==> config.mk <==
export PLATFORM = sky130hd
export DESIGN_NAME = branch_sequencer
export DESIGN_NICKNAME = d
export VERILOG_FILES = /design/src/rtl/branch_sequencer.sv
export SDC_FILE = /design/constraint.sdc
export NUM_CORES = 1
export LEC_CHECK = 0
export BUFFER_PORTS_ARGS = -buffer_cell sky130_fd_sc_hd__buf_4
export CORE_MARGIN = 10
export CORE_UTILIZATION = 31
export DETAILED_ROUTE_END_ITERATION = 10
export PLACE_DENSITY = 0.65
export SLEW_MARGIN = 15
export SYNTH_ARGS = -nofsm -noshare
export SYNTH_HDL_FRONTEND = slang
export SYNTH_SLANG_ARGS = --single-unit
export TNS_END_PERCENT = 30
==> constraint.sdc <==
create_clock -name clk -period 1.36 [get_ports clk]
set_input_delay 0.068 -clock clk [delete_from_list [all_inputs] [get_ports clk]]
set_output_delay 0.068 -clock clk [all_outputs]
set_load 0.01 [all_outputs]
==> src/rtl/branch_sequencer.sv <==
// branch_sequencer: ECP8 program-counter sequencer (fetch -> issue -> execute -> next PC).
// Define BRANCH_RETSTACK_EN to add the call/return stack; the default build has no stack.
module branch_sequencer #(
    parameter logic [7:0] RESET_PC    = 8'h00,
    parameter int         STACK_DEPTH = 4
) (
    input  logic       clk,
    input  logic       rst,
    output logic       mem_req,
    output logic [7:0] mem_addr,
    input  logic       mem_ack,
    input  logic [7:0] mem_data,
    output logic       instr_valid,
    output logic [7:0] instr,
    input  logic       stall,
    input  logic       exec_done,
    input  logic       br_valid,
    input  logic [7:0] br_cond,
    input  logic [7:0] br_value,
    input  logic [7:0] br_target,
    input  logic       br_call,
    input  logic       br_ret,
    output logic [7:0] pc,
    output logic       taken,
    output logic       stack_err
);

    typedef enum logic [1:0] {S_FETCH, S_ISSUE, S_EXEC} state_t;

    state_t     state_q, state_d;
    logic [7:0] pc_q, pc_d;
    logic [7:0] instr_q, instr_d;
    logic       mem_req_q, mem_req_d;
    logic       instr_valid_q, instr_valid_d;
    logic       taken_q, taken_d;

    logic [7:0] pc_inc;
    logic       cond_take;
    logic       resolve;
    logic       ret_hit;
    logic [7:0] ret_pc;
    logic       unused_cond_hi;

    assign pc_inc    = pc_q + 8'd1;
    assign cond_take = br_cond[2] ^ ((br_cond[0] & (br_value == 8'h00)) | (br_cond[1] & br_value[7]));
    assign resolve   = (state_q == S_EXEC) && exec_done;
    assign unused_cond_hi = ^br_cond[7:3];

`ifdef BRANCH_RETSTACK_EN
    localparam int PTR_W = $clog2(STACK_DEPTH);

    logic [7:0]       stack_mem [STACK_DEPTH];
    logic [PTR_W-1:0] sp_q, sp_d;    // next slot to write; wraps so a full push hits the oldest entry
    logic [PTR_W-1:0] top_idx;
    logic [PTR_W:0]   cnt_q, cnt_d;
    logic             err_q, err_d;
    logic             push, pop;

    assign push    = resolve && !br_ret && br_valid && cond_take && br_call;
    assign pop     = resolve && br_ret;
    assign top_idx = sp_q - 1;
    assign ret_hit = br_ret;
    assign ret_pc  = (cnt_q == 0) ? RESET_PC : stack_mem[top_idx];

    always_comb begin
        sp_d  = sp_q;
        cnt_d = cnt_q;
        err_d = err_q;
        if (push) begin
            sp_d = sp_q + 1;
            if (cnt_q == (PTR_W+1)'(STACK_DEPTH)) err_d = 1'b1;
            else                                  cnt_d = cnt_q + 1;
        end else if (pop) begin
            if (cnt_q == 0) begin
                err_d = 1'b1;
            end else begin
                sp_d  = top_idx;
                cnt_d = cnt_q - 1;
            end
        end
    end

    always_ff @(posedge clk) begin
        if (!rst) begin
            sp_q  <= '0;
            cnt_q <= '0;
            err_q <= 1'b0;
        end else begin
            sp_q  <= sp_d;
            cnt_q <= cnt_d;
            err_q <= err_d;
        end
    end

    // NOTE: stack storage is deliberately not reset; sp_q/cnt_q decide which entries are live.
    always_ff @(posedge clk) begin
        if (rst && push) stack_mem[sp_q] <= pc_inc;
    end

    assign stack_err = err_q;
`else
    logic unused_stack;

    assign ret_hit      = 1'b0;
    assign ret_pc       = RESET_PC;
    assign stack_err    = 1'b0;
    assign unused_stack = br_call ^ br_ret ^ (STACK_DEPTH > 0);
`endif

    // NOTE: every variable gets its hold value first, so no path through this block infers a latch.
    always_comb begin
        state_d       = state_q;
        pc_d          = pc_q;
        instr_d       = instr_q;
        mem_req_d     = mem_req_q;
        instr_valid_d = instr_valid_q;
        taken_d       = 1'b0;
        unique case (state_q)
            S_FETCH: begin
                mem_req_d = 1'b1;
                if (mem_req_q && mem_ack) begin
                    instr_d       = mem_data;
                    instr_valid_d = 1'b1;
                    mem_req_d     = 1'b0;
                    state_d       = S_ISSUE;
                end
            end
            S_ISSUE: begin
                if (!stall) begin
                    instr_valid_d = 1'b0;
                    state_d       = S_EXEC;
                end
            end
            S_EXEC: begin
                if (resolve) begin
                    state_d   = S_FETCH;
                    mem_req_d = 1'b1;
                    if (ret_hit) begin
                        pc_d    = ret_pc;
                        taken_d = 1'b1;
                    end else if (br_valid && cond_take) begin
                        pc_d    = br_target;
                        taken_d = 1'b1;
                    end else begin
                        pc_d = pc_inc;
                    end
                end
            end
            default: state_d = S_FETCH;
        endcase
    end

    // NOTE: reset is synchronous and all state uses non-blocking assignment so every register sees pre-edge values.
    always_ff @(posedge clk) begin
        if (!rst) begin
            state_q       <= S_FETCH;
            pc_q          <= RESET_PC;
            instr_q       <= 8'h00;
            mem_req_q     <= 1'b0;
            instr_valid_q <= 1'b0;
            taken_q       <= 1'b0;
        end else begin
            state_q       <= state_d;
            pc_q          <= pc_d;
            instr_q       <= instr_d;
            mem_req_q     <= mem_req_d;
            instr_valid_q <= instr_valid_d;
            taken_q       <= taken_d;
        end
    end

    assign mem_req     = mem_req_q;
    assign mem_addr    = pc_q;
    assign instr_valid = instr_valid_q;
    assign instr       = instr_q;
    assign pc          = pc_q;
    assign taken       = taken_q;

endmodule

==> out/metrics.cfg <==
[timing]
period_needed_ns = 1.280
number_of_max_slew_violations_in_the_final_report = 0
finalSetupViolations = 0
setup_slack_ns = 0.07959
clock_skew_ns = 0.001902
hold_viol_final = 0
fmaxAchievable_mhz = 781.0
layout_worst_path_cycle_share_pct = 94.15
rsz0062_at_grt = true
fin_tns_setup_ns = 0

[global_routing]
global_route.overflow_total = 0
grt_antenna_before_repair = 0
track_usage_pct = 10.59
vias_in_the_first_global_route = 1272
grt_pass1_wl_mm = 5.568
maximum_number_of_pins_on_one_net_before_global_route_repair = 16

[detailed_routing]
detailedRoute.firstPassIterationCount = 4
total_routed_wirelength_mm = 3.426
drt-vias-per-instance = 4.630
antenna_left = 0
drc_errors_left = 0
number_of_vias_in_the_routed_layout = 1213
routedWlPerCell_um = 13.08
drt_iter0_markers = 92

[status]
status = finished, final reports clean

[worst_setup_path]
worstPathRequired_ns = 1.56
start_kind = flop
timing.critical_path.slowest_stage_cell = sky130_fd_sc_hd__dfxtp_2
worst_case_reg_to_reg_path_depth = 5
start_to_end_type_of_the_worst_setup_path = flop to flop
crit_path_max_incr_delay_ns = 0.38
worst_setup_path_end_kind = flop
worst-path-max-fanout = 4
timing.critical_path.arrival_ns = 1.48
cp_cell_sequence = and3_1 -> nand3_2 -> o21a_1 -> o21ai_0 -> a21oi_1

[cts]
cts_tree = yes
post_cts.repair.setup_buffers = 0
clk_path_buf_depth = 2
cts-htree-levels = 1
clock_sinks = 21
cts.reportedPaths.clkPinSlew_ns = 0.12
clk_latency_ns = 0.30
cts_root_buffer = sky130_fd_sc_hd__clkbuf_4
numCtsBuffers = 3

[synthesis]
ys_warnings = 0
synth.cells.most_frequent = 31 x sky130_fd_sc_hd__nand2_1, 21 x sky130_fd_sc_hd__dfxtp_1, 14 x sky130_fd_sc_hd__a21oi_1
netlist_area_um2 = 1122
synth_sequential_area_ratio_pct = 37.46
synth-main-ff-cell = sky130_fd_sc_hd__dfxtp_1
synth-edff-count = 0
synth.top_cell.area_share_pct = 37.46
synthesis.area_per_instance_um2 = 7.794
synth.ff_latch_count = 21
post-synth-top-area-cell = sky130_fd_sc_hd__dfxtp_1
synth_nets = 185
synth_area_leaders = sky130_fd_sc_hd__dfxtp_1 37%, sky130_fd_sc_hd__nand2_1 10%, sky130_fd_sc_hd__buf_4 6.7%
synth_most_common_cell = sky130_fd_sc_hd__nand2_1
synth-async-reset-ratio_pct = 0
synth_cell_types = 36
syn-instance-count = 144

[placement]
post_place_setup_slack_ns = -0.1705
place_congestion = 0.7417
hpwl_mm = 2.719
placed_inst_area_um2 = 1662
count_of_port_buffers_added_during_placement = 59
dp.cells = 251

[die]
die-width_um = 80.17
floorplan.die_area_um2 = 6427
starting_density_of_the_core_pct = 32.86
rows = 21
fp.dieH_um = 80.17
num_io_pins = 68
core_region_area_um2 = 3416

[min_path]
timing.hold.worst.class = input port to flop
hold-path-cell-count = 3

[finish]
final-instance-count-excl-fill = 262
nNetsFinal = 258
diodes = 0
post-route-cell-area_um2 = 1779
syn2layout_area_growth_pct = 58.53
utilization_pct = 52.09
drive_gt1_share_pct = 42.59

[power]
leakagePower_uw = 0.0007866
vdd.ir_drop.worst_mv = 0.3505
power.density_nw_per_um2 = 707.2

[job]
max-cap-violations = 0

[path summary, 6_finish.rpt]
check | startpoint | end | slack [ns]
setup / recovery | mem_addr[2] | mem_addr[7] | 0.08
hold reg to reg | instr[3] | instr[3] | 0.46
hold / removal | mem_data[4] | instr[4] | 0.008
setup reg to reg | mem_addr[2] | mem_addr[7] | 0.08
[area by class of cell]
class / instances / area [um^2]
inverters: 3 / 11.26
repair buffers: 83 / 653.1
multi-input cells: 105 / 605.6
flip-flops and latches: 21 / 424.2
clock inverters: 1 / 5.005
well taps: 46 / 57.56
fillers: 345 / 1637
clock buffers: 3 / 22.52
[registers in the layout, summed over array words and instances (netlist names)]
register     cells
state_q          2
instr_valid      1
instr            8
mem_addr         8
taken            1
mem_req          1
[critical path, delay by kind of cell, from the launching register on]
family | cells | cell delay [ns]
simple gates | 2 | 0.35
compound gates | 3 | 0.44
flops | 1 | 0.38
[cell usage in the layout, fill, tap and decap left out, types with 2 or more instances in the layout]
| cell type | count |
|---|---|
| sky130_fd_sc_hd__dlygate4sd3_1 | 7 |
| sky130_fd_sc_hd__nand2_1 | 31 |
| sky130_fd_sc_hd__a31oi_1 | 3 |
| sky130_fd_sc_hd__nor2b_1 | 2 |
| sky130_fd_sc_hd__clkbuf_4 | 3 |
| sky130_fd_sc_hd__nor3b_1 | 2 |
| sky130_fd_sc_hd__nand3_1 | 5 |
| sky130_fd_sc_hd__dfxtp_2 | 3 |
| sky130_fd_sc_hd__buf_4 | 75 |
| sky130_fd_sc_hd__inv_1 | 2 |
| sky130_fd_sc_hd__o21ai_0 | 5 |
| sky130_fd_sc_hd__nor3_1 | 6 |
| sky130_fd_sc_hd__nand3b_1 | 2 |
| sky130_fd_sc_hd__dfxtp_1 | 18 |
| sky130_fd_sc_hd__a21oi_1 | 14 |
| sky130_fd_sc_hd__o221ai_1 | 2 |
| sky130_fd_sc_hd__nor2_1 | 7 |
| sky130_fd_sc_hd__a2bb2oi_1 | 4 |
[timing repair]
| action | 4_1_cts | 5_1_grt |
|---|---|---|
| hold buffers | 7 | 0 |
| endpoints found under the hold margin | 7 | 0 |
| endpoints found under the setup margin | 0 | 6 |
| resized for setup | 0 | 8 |
[power breakdown]
| group | total, uW | switching [uW] | internal [uW] |
|---|---|---|---|
| logic | 297 | 119 | 178 |
| clock network | 304 | 195 | 110 |
| registers | 657 | 17.1 | 640 |
[cells by family after synthesis]
kind of cell             Yosys count  share of synthesized area (%)
adder cells (fa/ha/maj)            1                          1.115
multiplexers                       1                         0.8919
other                              1                         0.3341
AO/OA/AOI/OAI                     32                          17.28
flip-flops                        21                          37.46
buffers and inverters             18                          10.03
AND/OR/NAND/NOR                   70                          32.89
[metal layers]
metal	GRT usage, %	vias up	routed length (um)
li1	-	638	-
met1	11.66	525	1379
met2	18.22	48	1701
met3	4.677	2	331
met4	2.465	0	14
met5	0	-	0
[through the flow]
stage               hold WS (ns)  power, uW
finish                  0.007891       1258
global route            0.004230       1339
CTS                     0.002050       1277
detailed placement        0.3231      951.6
global placement          0.3186      949.4
floorplan                 0.1897      787.9
(Power assumes the default switching activity.)
